==> config.mk <==
export PLATFORM = sky130hd
export DESIGN_NAME = apb_axi_lite_bridge_flat
export DESIGN_NICKNAME = d
export VERILOG_FILES = /design/src/rtl/apb_axi_lite_bridge_if.sv /design/src/rtl/apb_axi_lite_bridge.sv /design/src/flat_wrapper.sv
export SDC_FILE = /design/constraint.sdc
export NUM_CORES = 1
export LEC_CHECK = 0
export CORE_MARGIN = 2
export CORE_UTILIZATION = 40
export CTS_BUF_LIST = sky130_fd_sc_hd__clkbuf_4
export DETAILED_ROUTE_END_ITERATION = 8
export PLACE_DENSITY = 0.89
export RECOVER_POWER = 25
export SYNTH_ARGS = -nofsm -noshare
export SYNTH_HDL_FRONTEND = slang
export SYNTH_SLANG_ARGS = --single-unit
export TNS_END_PERCENT = 100
==> constraint.sdc <==
create_clock -name ACLK -period 5.5 [get_ports ACLK]
set_input_delay 1.375 -clock ACLK [delete_from_list [all_inputs] [get_ports ACLK]]
set_output_delay 1.375 -clock ACLK [all_outputs]
set_load 0.05 [all_outputs]
==> src/rtl/apb_axi_lite_bridge_if.sv <==
// Bus bundle for the APB-to-AXI-lite bridge: APB completer side plus AXI-lite
// master side. The bridge uses the slave modport; the surrounding fabric
// (APB initiator and AXI-lite target) uses the master modport.
interface apb_axi_lite_bridge_if #(
    parameter int ADDR_WIDTH = 32,
    parameter int DATA_WIDTH = 32
);
    localparam int STRB_WIDTH = DATA_WIDTH / 8;

    logic                  PSEL;
    logic                  PENABLE;
    logic                  PWRITE;
    logic [ADDR_WIDTH-1:0] PADDR;
    logic [DATA_WIDTH-1:0] PWDATA;
    logic [STRB_WIDTH-1:0] PSTRB;
    logic [DATA_WIDTH-1:0] PRDATA;
    logic                  PREADY;
    logic                  PSLVERR;

    logic [ADDR_WIDTH-1:0] AWADDR;
    logic                  AWVALID;
    logic                  AWREADY;
    logic [DATA_WIDTH-1:0] WDATA;
    logic [STRB_WIDTH-1:0] WSTRB;
    logic                  WVALID;
    logic                  WREADY;
    logic [1:0]            BRESP;
    logic                  BVALID;
    logic                  BREADY;
    logic [ADDR_WIDTH-1:0] ARADDR;
    logic                  ARVALID;
    logic                  ARREADY;
    logic [DATA_WIDTH-1:0] RDATA;
    logic [1:0]            RRESP;
    logic                  RVALID;
    logic                  RREADY;

    modport slave (
        input  PSEL, PENABLE, PWRITE, PADDR, PWDATA, PSTRB,
        output PRDATA, PREADY, PSLVERR,
        output AWADDR, AWVALID, WDATA, WSTRB, WVALID, BREADY, ARADDR, ARVALID, RREADY,
        input  AWREADY, WREADY, BRESP, BVALID, ARREADY, RDATA, RRESP, RVALID
    );

    modport master (
        output PSEL, PENABLE, PWRITE, PADDR, PWDATA, PSTRB,
        input  PRDATA, PREADY, PSLVERR,
        input  AWADDR, AWVALID, WDATA, WSTRB, WVALID, BREADY, ARADDR, ARVALID, RREADY,
        output AWREADY, WREADY, BRESP, BVALID, ARREADY, RDATA, RRESP, RVALID
    );
endinterface

==> src/rtl/apb_axi_lite_bridge.sv <==
// APB completer that turns each APB access into one AXI-lite transaction.
// One transfer in flight at a time; PREADY pulses for a single cycle once the
// AXI response has been accepted. BRESP/RRESP bit 1 (SLVERR/DECERR) maps to
// PSLVERR. All outputs are registered.
//
// state     | meaning
// ----------+-----------------------------------------------------------
// IDLE    0 | waiting for an APB setup phase
// WR_REQ  1 | AWVALID/WVALID outstanding, each drops after its handshake
// WR_RESP 2 | BREADY high, waiting for BVALID
// RD_REQ  3 | ARVALID high, waiting for ARREADY
// RD_RESP 4 | RREADY high, waiting for RVALID
// DONE    5 | PREADY/PSLVERR presented for one cycle
module apb_axi_lite_bridge #(
    parameter int ADDR_WIDTH = 32,
    parameter int DATA_WIDTH = 32
) (
    input  logic                 ACLK,
    input  logic                 ARESET,
    apb_axi_lite_bridge_if.slave bus,
    output logic [2:0]           state
);
    localparam int STRB_WIDTH = DATA_WIDTH / 8;

    typedef enum logic [2:0] {
        S_IDLE    = 3'd0,
        S_WR_REQ  = 3'd1,
        S_WR_RESP = 3'd2,
        S_RD_REQ  = 3'd3,
        S_RD_RESP = 3'd4,
        S_DONE    = 3'd5
    } state_t;

    state_t                r_state;
    state_t                w_next;
    logic                  w_setup;
    logic                  w_aw_done;
    logic                  w_w_done;

    logic [ADDR_WIDTH-1:0] r_addr;
    logic [DATA_WIDTH-1:0] r_wdata;
    logic [STRB_WIDTH-1:0] r_wstrb;
    logic [DATA_WIDTH-1:0] r_prdata;
    logic                  r_awvalid;
    logic                  r_wvalid;
    logic                  r_arvalid;
    logic                  r_bready;
    logic                  r_rready;
    logic                  r_pready;
    logic                  r_pslverr;

    // State register
    always_ff @(posedge ACLK or posedge ARESET) begin
        if (ARESET) r_state <= S_IDLE;
        else        r_state <= w_next;
    end

    // Next-state decode; a write channel counts as done once its VALID has
    // already dropped or is handshaking on this edge
    always_comb begin
        w_next    = r_state;
        w_setup   = bus.PSEL && !bus.PENABLE;
        w_aw_done = !r_awvalid || bus.AWREADY;
        w_w_done  = !r_wvalid || bus.WREADY;
        case (r_state)
            S_IDLE:    if (w_setup) w_next = bus.PWRITE ? S_WR_REQ : S_RD_REQ;
            S_WR_REQ:  if (w_aw_done && w_w_done) w_next = S_WR_RESP;
            S_WR_RESP: if (bus.BVALID) w_next = S_DONE;
            S_RD_REQ:  if (bus.ARREADY) w_next = S_RD_RESP;
            S_RD_RESP: if (bus.RVALID) w_next = S_DONE;
            S_DONE:    w_next = S_IDLE;
            default:   w_next = S_IDLE;
        endcase
    end

    // Registered outputs, updated alongside the state transitions
    always_ff @(posedge ACLK or posedge ARESET) begin
        if (ARESET) begin
            r_addr    <= '0;
            r_wdata   <= '0;
            r_wstrb   <= '0;
            r_prdata  <= '0;
            r_awvalid <= 1'b0;
            r_wvalid  <= 1'b0;
            r_arvalid <= 1'b0;
            r_bready  <= 1'b0;
            r_rready  <= 1'b0;
            r_pready  <= 1'b0;
            r_pslverr <= 1'b0;
        end else begin
            case (r_state)
                S_IDLE: begin
                    if (w_setup) begin
                        r_addr    <= bus.PADDR;
                        r_wdata   <= bus.PWDATA;
                        r_wstrb   <= bus.PSTRB;
                        r_awvalid <= bus.PWRITE;
                        r_wvalid  <= bus.PWRITE;
                        r_arvalid <= !bus.PWRITE;
                    end
                end
                S_WR_REQ: begin
                    if (bus.AWREADY) r_awvalid <= 1'b0;
                    if (bus.WREADY)  r_wvalid  <= 1'b0;
                    if (w_aw_done && w_w_done) r_bready <= 1'b1;
                end
                S_WR_RESP: begin
                    if (bus.BVALID) begin
                        r_bready  <= 1'b0;
                        r_pready  <= 1'b1;
                        r_pslverr <= bus.BRESP[1];
                    end
                end
                S_RD_REQ: begin
                    if (bus.ARREADY) begin
                        r_arvalid <= 1'b0;
                        r_rready  <= 1'b1;
                    end
                end
                S_RD_RESP: begin
                    if (bus.RVALID) begin
                        r_rready  <= 1'b0;
                        r_prdata  <= bus.RDATA;
                        r_pready  <= 1'b1;
                        r_pslverr <= bus.RRESP[1];
                    end
                end
                S_DONE: begin
                    r_pready  <= 1'b0;
                    r_pslverr <= 1'b0;
                end
                default: begin
                    r_awvalid <= 1'b0;
                    r_wvalid  <= 1'b0;
                    r_arvalid <= 1'b0;
                    r_bready  <= 1'b0;
                    r_rready  <= 1'b0;
                    r_pready  <= 1'b0;
                    r_pslverr <= 1'b0;
                end
            endcase
        end
    end

    assign bus.AWADDR  = r_addr;
    assign bus.ARADDR  = r_addr;
    assign bus.WDATA   = r_wdata;
    assign bus.WSTRB   = r_wstrb;
    assign bus.AWVALID = r_awvalid;
    assign bus.WVALID  = r_wvalid;
    assign bus.ARVALID = r_arvalid;
    assign bus.BREADY  = r_bready;
    assign bus.RREADY  = r_rready;
    assign bus.PRDATA  = r_prdata;
    assign bus.PREADY  = r_pready;
    assign bus.PSLVERR = r_pslverr;
    assign state       = r_state;
endmodule

==> src/flat_wrapper.sv <==
// flat-port wrapper written by rule: the top's interface ports become plain ports
module apb_axi_lite_bridge_flat 
#(
    parameter int ADDR_WIDTH = 32,
    parameter int DATA_WIDTH = 32
)
  (ACLK, ARESET, state, bus_PSEL, bus_PENABLE, bus_PWRITE, bus_PADDR, bus_PWDATA, bus_PSTRB, bus_PRDATA, bus_PREADY, bus_PSLVERR, bus_AWADDR, bus_AWVALID, bus_WDATA, bus_WSTRB, bus_WVALID, bus_BREADY, bus_ARADDR, bus_ARVALID, bus_RREADY, bus_AWREADY, bus_WREADY, bus_BRESP, bus_BVALID, bus_ARREADY, bus_RDATA, bus_RRESP, bus_RVALID);
  apb_axi_lite_bridge_if #(.ADDR_WIDTH(ADDR_WIDTH), .DATA_WIDTH(DATA_WIDTH)) bus_i ();
  input  logic ACLK;
  input  logic ARESET;
  output logic [2:0] state;
  input wire logic [$bits(bus_i.PSEL)-1:0] bus_PSEL;
  input wire logic [$bits(bus_i.PENABLE)-1:0] bus_PENABLE;
  input wire logic [$bits(bus_i.PWRITE)-1:0] bus_PWRITE;
  input wire logic [$bits(bus_i.PADDR)-1:0] bus_PADDR;
  input wire logic [$bits(bus_i.PWDATA)-1:0] bus_PWDATA;
  input wire logic [$bits(bus_i.PSTRB)-1:0] bus_PSTRB;
  output wire logic [$bits(bus_i.PRDATA)-1:0] bus_PRDATA;
  output wire logic [$bits(bus_i.PREADY)-1:0] bus_PREADY;
  output wire logic [$bits(bus_i.PSLVERR)-1:0] bus_PSLVERR;
  output wire logic [$bits(bus_i.AWADDR)-1:0] bus_AWADDR;
  output wire logic [$bits(bus_i.AWVALID)-1:0] bus_AWVALID;
  output wire logic [$bits(bus_i.WDATA)-1:0] bus_WDATA;
  output wire logic [$bits(bus_i.WSTRB)-1:0] bus_WSTRB;
  output wire logic [$bits(bus_i.WVALID)-1:0] bus_WVALID;
  output wire logic [$bits(bus_i.BREADY)-1:0] bus_BREADY;
  output wire logic [$bits(bus_i.ARADDR)-1:0] bus_ARADDR;
  output wire logic [$bits(bus_i.ARVALID)-1:0] bus_ARVALID;
  output wire logic [$bits(bus_i.RREADY)-1:0] bus_RREADY;
  input wire logic [$bits(bus_i.AWREADY)-1:0] bus_AWREADY;
  input wire logic [$bits(bus_i.WREADY)-1:0] bus_WREADY;
  input wire logic [$bits(bus_i.BRESP)-1:0] bus_BRESP;
  input wire logic [$bits(bus_i.BVALID)-1:0] bus_BVALID;
  input wire logic [$bits(bus_i.ARREADY)-1:0] bus_ARREADY;
  input wire logic [$bits(bus_i.RDATA)-1:0] bus_RDATA;
  input wire logic [$bits(bus_i.RRESP)-1:0] bus_RRESP;
  input wire logic [$bits(bus_i.RVALID)-1:0] bus_RVALID;
  assign bus_i.PSEL = bus_PSEL;
  assign bus_i.PENABLE = bus_PENABLE;
  assign bus_i.PWRITE = bus_PWRITE;
  assign bus_i.PADDR = bus_PADDR;
  assign bus_i.PWDATA = bus_PWDATA;
  assign bus_i.PSTRB = bus_PSTRB;
  assign bus_PRDATA = bus_i.PRDATA;
  assign bus_PREADY = bus_i.PREADY;
  assign bus_PSLVERR = bus_i.PSLVERR;
  assign bus_AWADDR = bus_i.AWADDR;
  assign bus_AWVALID = bus_i.AWVALID;
  assign bus_WDATA = bus_i.WDATA;
  assign bus_WSTRB = bus_i.WSTRB;
  assign bus_WVALID = bus_i.WVALID;
  assign bus_BREADY = bus_i.BREADY;
  assign bus_ARADDR = bus_i.ARADDR;
  assign bus_ARVALID = bus_i.ARVALID;
  assign bus_RREADY = bus_i.RREADY;
  assign bus_i.AWREADY = bus_AWREADY;
  assign bus_i.WREADY = bus_WREADY;
  assign bus_i.BRESP = bus_BRESP;
  assign bus_i.BVALID = bus_BVALID;
  assign bus_i.ARREADY = bus_ARREADY;
  assign bus_i.RDATA = bus_RDATA;
  assign bus_i.RRESP = bus_RRESP;
  assign bus_i.RVALID = bus_RVALID;
  apb_axi_lite_bridge #(.ADDR_WIDTH(ADDR_WIDTH), .DATA_WIDTH(DATA_WIDTH)) u_core (.ACLK(ACLK), .ARESET(ARESET), .bus(bus_i), .state(state));
endmodule
After elaboration in Yosys (flattened, before gate mapping)
Index checks and enable logic that the tools add are counted.
- eq/ne operators: 12
- mux-type cells: 27
- bitwise logic cells: 5
- reductions and logical operators: 23
- operator list (cell ; count):
    case mux 1 bit (3 select lines) ; 7
    AND reduction 3 bit ; 6
    OR reduction 4 bit ; 4
    two-way mux 3 bit ; 5
    case mux 3 bit (5 select lines) ; 1
    two-way mux 1 bit ; 13
    != test 2 bit (second input constant) ; 5
    == test 3 x 2 -> 1 bit (second input constant) ; 2
    == test 3 bit (second input constant) ; 2
    inverter 1 bit ; 5
    AND reduction 5 bit ; 1
    zero test 1 bit ; 4
    != test 2 x 1 -> 1 bit (second input constant) ; 2
    AND reduction 2 bit ; 2
    == test 3 x 1 -> 1 bit (second input constant) ; 1
    zero test 3 bit ; 1
    OR reduction 3 bit ; 1
    logical AND 1 bit ; 2
    logical OR 1 bit ; 2
    two-way mux 2 bit ; 1
- bits in registers: 110
- bits of input ports: 114
- output and inout bits: 142
- logic and storage cells: 79

Depth between registers and ports, before layout
- word-level depth: 5
- gate-level depth with buffers: 6
- depth with buffers taken out: 4

Least setup slack after synthesis
No wires, ideal clock.
- kind: input to register
- start: input bus_PENABLE
- end: register u_core.r_addr[0] (netlist: u_core.bus.ARADDR[0])
- setup time: 0.125 ns
- data arrival time: 2.304 ns
- data required time: 5.375 ns
- slack: 3.071 ns
- stages on the path: 5
- buffers on the path: 2
- cells stage by stage: nor3b_2 -> nand2b_4 -> buf_6 -> buf_6 -> mux2_4
- cells in the longest elaborated chain, start to end: 3
- ends and longest elaborated chain (what ; RTL line ; text):
    start, declared ; flat_wrapper.sv:13 ; input wire logic [$bits(bus_i.PENABLE)-1:0] bus_PENABLE;
    zero test 1 bit ; apb_axi_lite_bridge.sv:62 ; w_setup = bus.PSEL && !bus.PENABLE;
    logical AND 1 bit ; apb_axi_lite_bridge.sv:62 ;
    AND reduction 2 bit (no source line) ; n/a ;
    end signal, assigned ; apb_axi_lite_bridge.sv:94 ; r_addr <= bus.PADDR;
    end, declared ; apb_axi_lite_bridge.sv:40 ; logic [ADDR_WIDTH-1:0] r_addr;
Every way passes these cells.
A chain may end at the register's enable or synchronous reset.

==> impl_metrics.py <==
metrics = {
    "synthesis": {
        "yosysTopAreaCell": "dfrtp_1",
        "yosys.area.top_type_share": 0.564,
        "synthFlopType": "dfrtp_1",
        "synth-seq-area-share": 0.564,
        "synth_cell_types": 36,
        "synthAdderAreaFrac": 0,
        "synth_edf_count": 0,
        "postSynthCellCount": 317,
        "synthArstFlopShare": 1.00,
        "synth_compound_area_frac": 0.0372,
        "syn_area_per_cell_um2": 15.4,
        "syn_nets": 431,
        "yosysWarnings": 0,
        "synth-seq-cells": 110,
        "synth-simple-area-share": 0.0277,
        "synth_top_family_by_area": "multiplexers",
        "ys_top_cells_by_area": "dfrtp_1, mux2_4, mux2_1",
        "netlist_area_um2": 4880,
        "synth_mux_area_frac": 0.288,
        "synthXorXnorAreaFrac": 0,
    },
    "clock_tree": {
        "cts_tree": "built",
        "clock_latency_ns": 0.47,
        "cts_made_buffers": 9,
        "cts.repair.resized": 0,
        "clock_tree.root_cell": "clkbuf_4",
        "cts_hold_buf": 0,
        "htreeDepth": 3,
        "cts_sinks": 110,
        "cts_setup_buffers": 0,
        "cts_buffer_depth": 2,
        "clk_pin_slew_ns": 0.15,
    },
    "die": {
        "start_util": 0.408,
        "coreArea_um2": 12000,
        "ios": 256,
        "std_cell_rows": 40,
        "die_area_um2": 13100,
        "dieWidth_um": 114,
        "die_y_um": 114,
    },
    "sta": {
        "layout_setup_ws_ns": 1.59,
        "setup_viol": 0,
        "finalSetupTns_ns": 0,
        "hold_viol": 0,
        "max_slew.worst_pin.slew_ns": 2.87,
        "min_period_over_period": 0.712,
        "slew_headroom": -0.914,
        "clock_skew_ns": 0.0211,
        "max_freq_mhz": 255,
        "rsz0062_at_grt": "false",
        "finalMaxSlewViolations": 111,
        "min_period_ns": 3.91,
    },
    "layout": {
        "drive_gt1_frac": 0.166,
        "diodes": 0,
        "final_area_um2": 7370,
        "nFillCells": 926,
        "fin_nets": 651,
        "final_common_cell": "clkdlybuf4s50_1",
        "synthToLayoutAreaGrowth_pct": 51.0,
        "final_cell_mix": "clkdlybuf4s50_1, dfrtp_1, mux2_4",
    },
    "worst_setup_path": {
        "r2r-end": "u_core.bus.ARADDR[29]$_DFFE_PP0P_",
        "cp_max_fo": 77,
        "endpoint": "u_core.bus.RREADY$_DFFE_PP0P_",
        "startpoint_type": "primary input",
        "crit_required_ns": 6.11,
        "timing.rr.start": "u_core.state[1]$_DFFE_PP0P_",
        "worstSetupPathType": "in2async",
        "rr_worst_depth": 4,
        "r2r_slack_ns": 2.64,
        "worstPathCellList": "clkdlybuf4s50_1 -> inv_1 -> buf_4",
        "crit_path_top_delay_cell": "inv_1",
        "crit_path_end_kind": "asynchronous set/reset pin",
        "timing.critical_path.arrival_ns": 4.52,
        "timing.critical_path.from": "ARESET",
        "max_stage_delay_ns": 2.01,
    },
    "grt": {
        "grt_pass1_vias": 3583,
        "grt_usage": 0.186,
        "grt_first_pass_wirelength_um": 18800,
        "grt_start_max_net_pins": 78,
        "grt_use_met2": 0.329,
        "grt.overflow.total": 0,
        "grtUsageMet1": 0.212,
        "grt_util_met3": 0.0445,
        "antenna_found_initial": 0,
        "busiest_layer": "met2",
    },
    "drt": {
        "ant_nets": 0,
        "drcViolationCount": 0,
        "wirelength_um": 12200,
        "post_drt_wl_per_cell_um": 17.8,
        "via_count": 3346,
        "first_pass_iters": 4,
        "drt_iter0_drc": 104,
        "viasPerCell": 4.86,
    },
    "worst_hold_path": {
        "hold_path_class": "reg2reg",
    },
    "placed_design": {
        "dpl.hpwl_um": 9340,
        "io_buffers": 253,
        "dpl_worst_slack_ns": 1.69,
        "gp_congestion": 0.848,
        "place_area_um2": 7240,
    },
    "outcome": {
        "failed_checks": "capacitance limit, slew limit",
        "outcome": "finished with violations",
    },
    "flow_run": {
        "max-cap-violations": 2,
    },
}
layout make-up:
cell class,instances,area [um^2],area share
flip-flops and latches,110,2750,0.374
repair buffers,256,2550,0.346
multi-input cells,153,1720,0.233
well taps,147,184,0.0250
clock buffers,10,75.1,0.0102
clock inverters,6,62.6,0.00849
inverters,7,26.3,0.00357
synthesized netlist by cell type, types with 2 or more instances:
cell type / instances
nor2_1: 4
buf_6: 11
buf_4: 32
o31ai_1: 2
o22ai_1: 3
nand3_1: 2
mux2_4: 68
mux2_1: 33
a21oi_1: 6
dfrtp_1: 110
nand2b_1: 2
nor2b_1: 2
a22oi_1: 3
o21ai_0: 2
o21ai_1: 2
inv_1: 6
nand2_1: 8
clkbuf_1: 3
cell families (layout without fill, tap and decap cells):
family,after synthesis,after routing
multiplexers,102,102
flip-flops,110,110
AO/OA/AOI/OAI,27,27
buffers and inverters,54,279
AND/OR/NAND/NOR,24,24
layer usage:
| metal | up-vias | share of wire |
|---|---|---|
| met1 | 1658 | 0.38 |
| li1 | 1516 | - |
| met4 | 0 | 0.024 |
| met5 | - | 0 |
| met3 | 23 | 0.063 |
| met2 | 149 | 0.53 |
how the worst min path moves through the flow:
stage / cells after the start / from / end / slack (ns)
floorplan: 2 / u_core.bus.BREADY$_DFFE_PP0P_ / u_core.bus.BREADY$_DFFE_PP0P_ / 0.75
global placement: 1 / u_core.bus.PRDATA[3]$_DFFE_PP0P_ / u_core.bus.PRDATA[3]$_DFFE_PP0P_ / 0.47
detailed placement: 1 / u_core.bus.PRDATA[25]$_DFFE_PP0P_ / u_core.bus.PRDATA[25]$_DFFE_PP0P_ / 0.47
CTS: 1 / u_core.bus.PRDATA[25]$_DFFE_PP0P_ / u_core.bus.PRDATA[25]$_DFFE_PP0P_ / 0.51
global route: 1 / u_core.bus.PRDATA[6]$_DFFE_PP0P_ / u_core.bus.PRDATA[6]$_DFFE_PP0P_ / 0.53
finish: 1 / u_core.bus.PRDATA[17]$_DFFE_PP0P_ / u_core.bus.PRDATA[17]$_DFFE_PP0P_ / 0.50
worst max-delay path: cells and delay by family:
kind     cells  cell delay (ns)
buf+inv      3             3.08
flip-flops by register name, indices dropped and copies added (netlist names):
name,cells
u_core.bus.ARADDR,32
u_core.bus.ARVALID,1
u_core.bus.AWVALID,1
u_core.bus.BREADY,1
u_core.bus.PRDATA,32
u_core.bus.PREADY,1
u_core.bus.PSLVERR,1
u_core.bus.RREADY,1
u_core.bus.WDATA,32
u_core.bus.WSTRB,4
u_core.bus.WVALID,1
u_core.state,3
per-stage QoR:
stage	instances	hold WS [ns]	utilization
6_report	689	0.504	0.616
5_1_grt	689	0.529	0.616
4_1_cts	689	0.509	0.617
3_5_place_dp	673	0.474	0.605
3_3_place_gp	673	0.467	0.605
2_1_floorplan	317	0.752	-
Power is not shown: default switching activity piles up to over one toggle a cycle in this logic, so the estimate is an artifact.
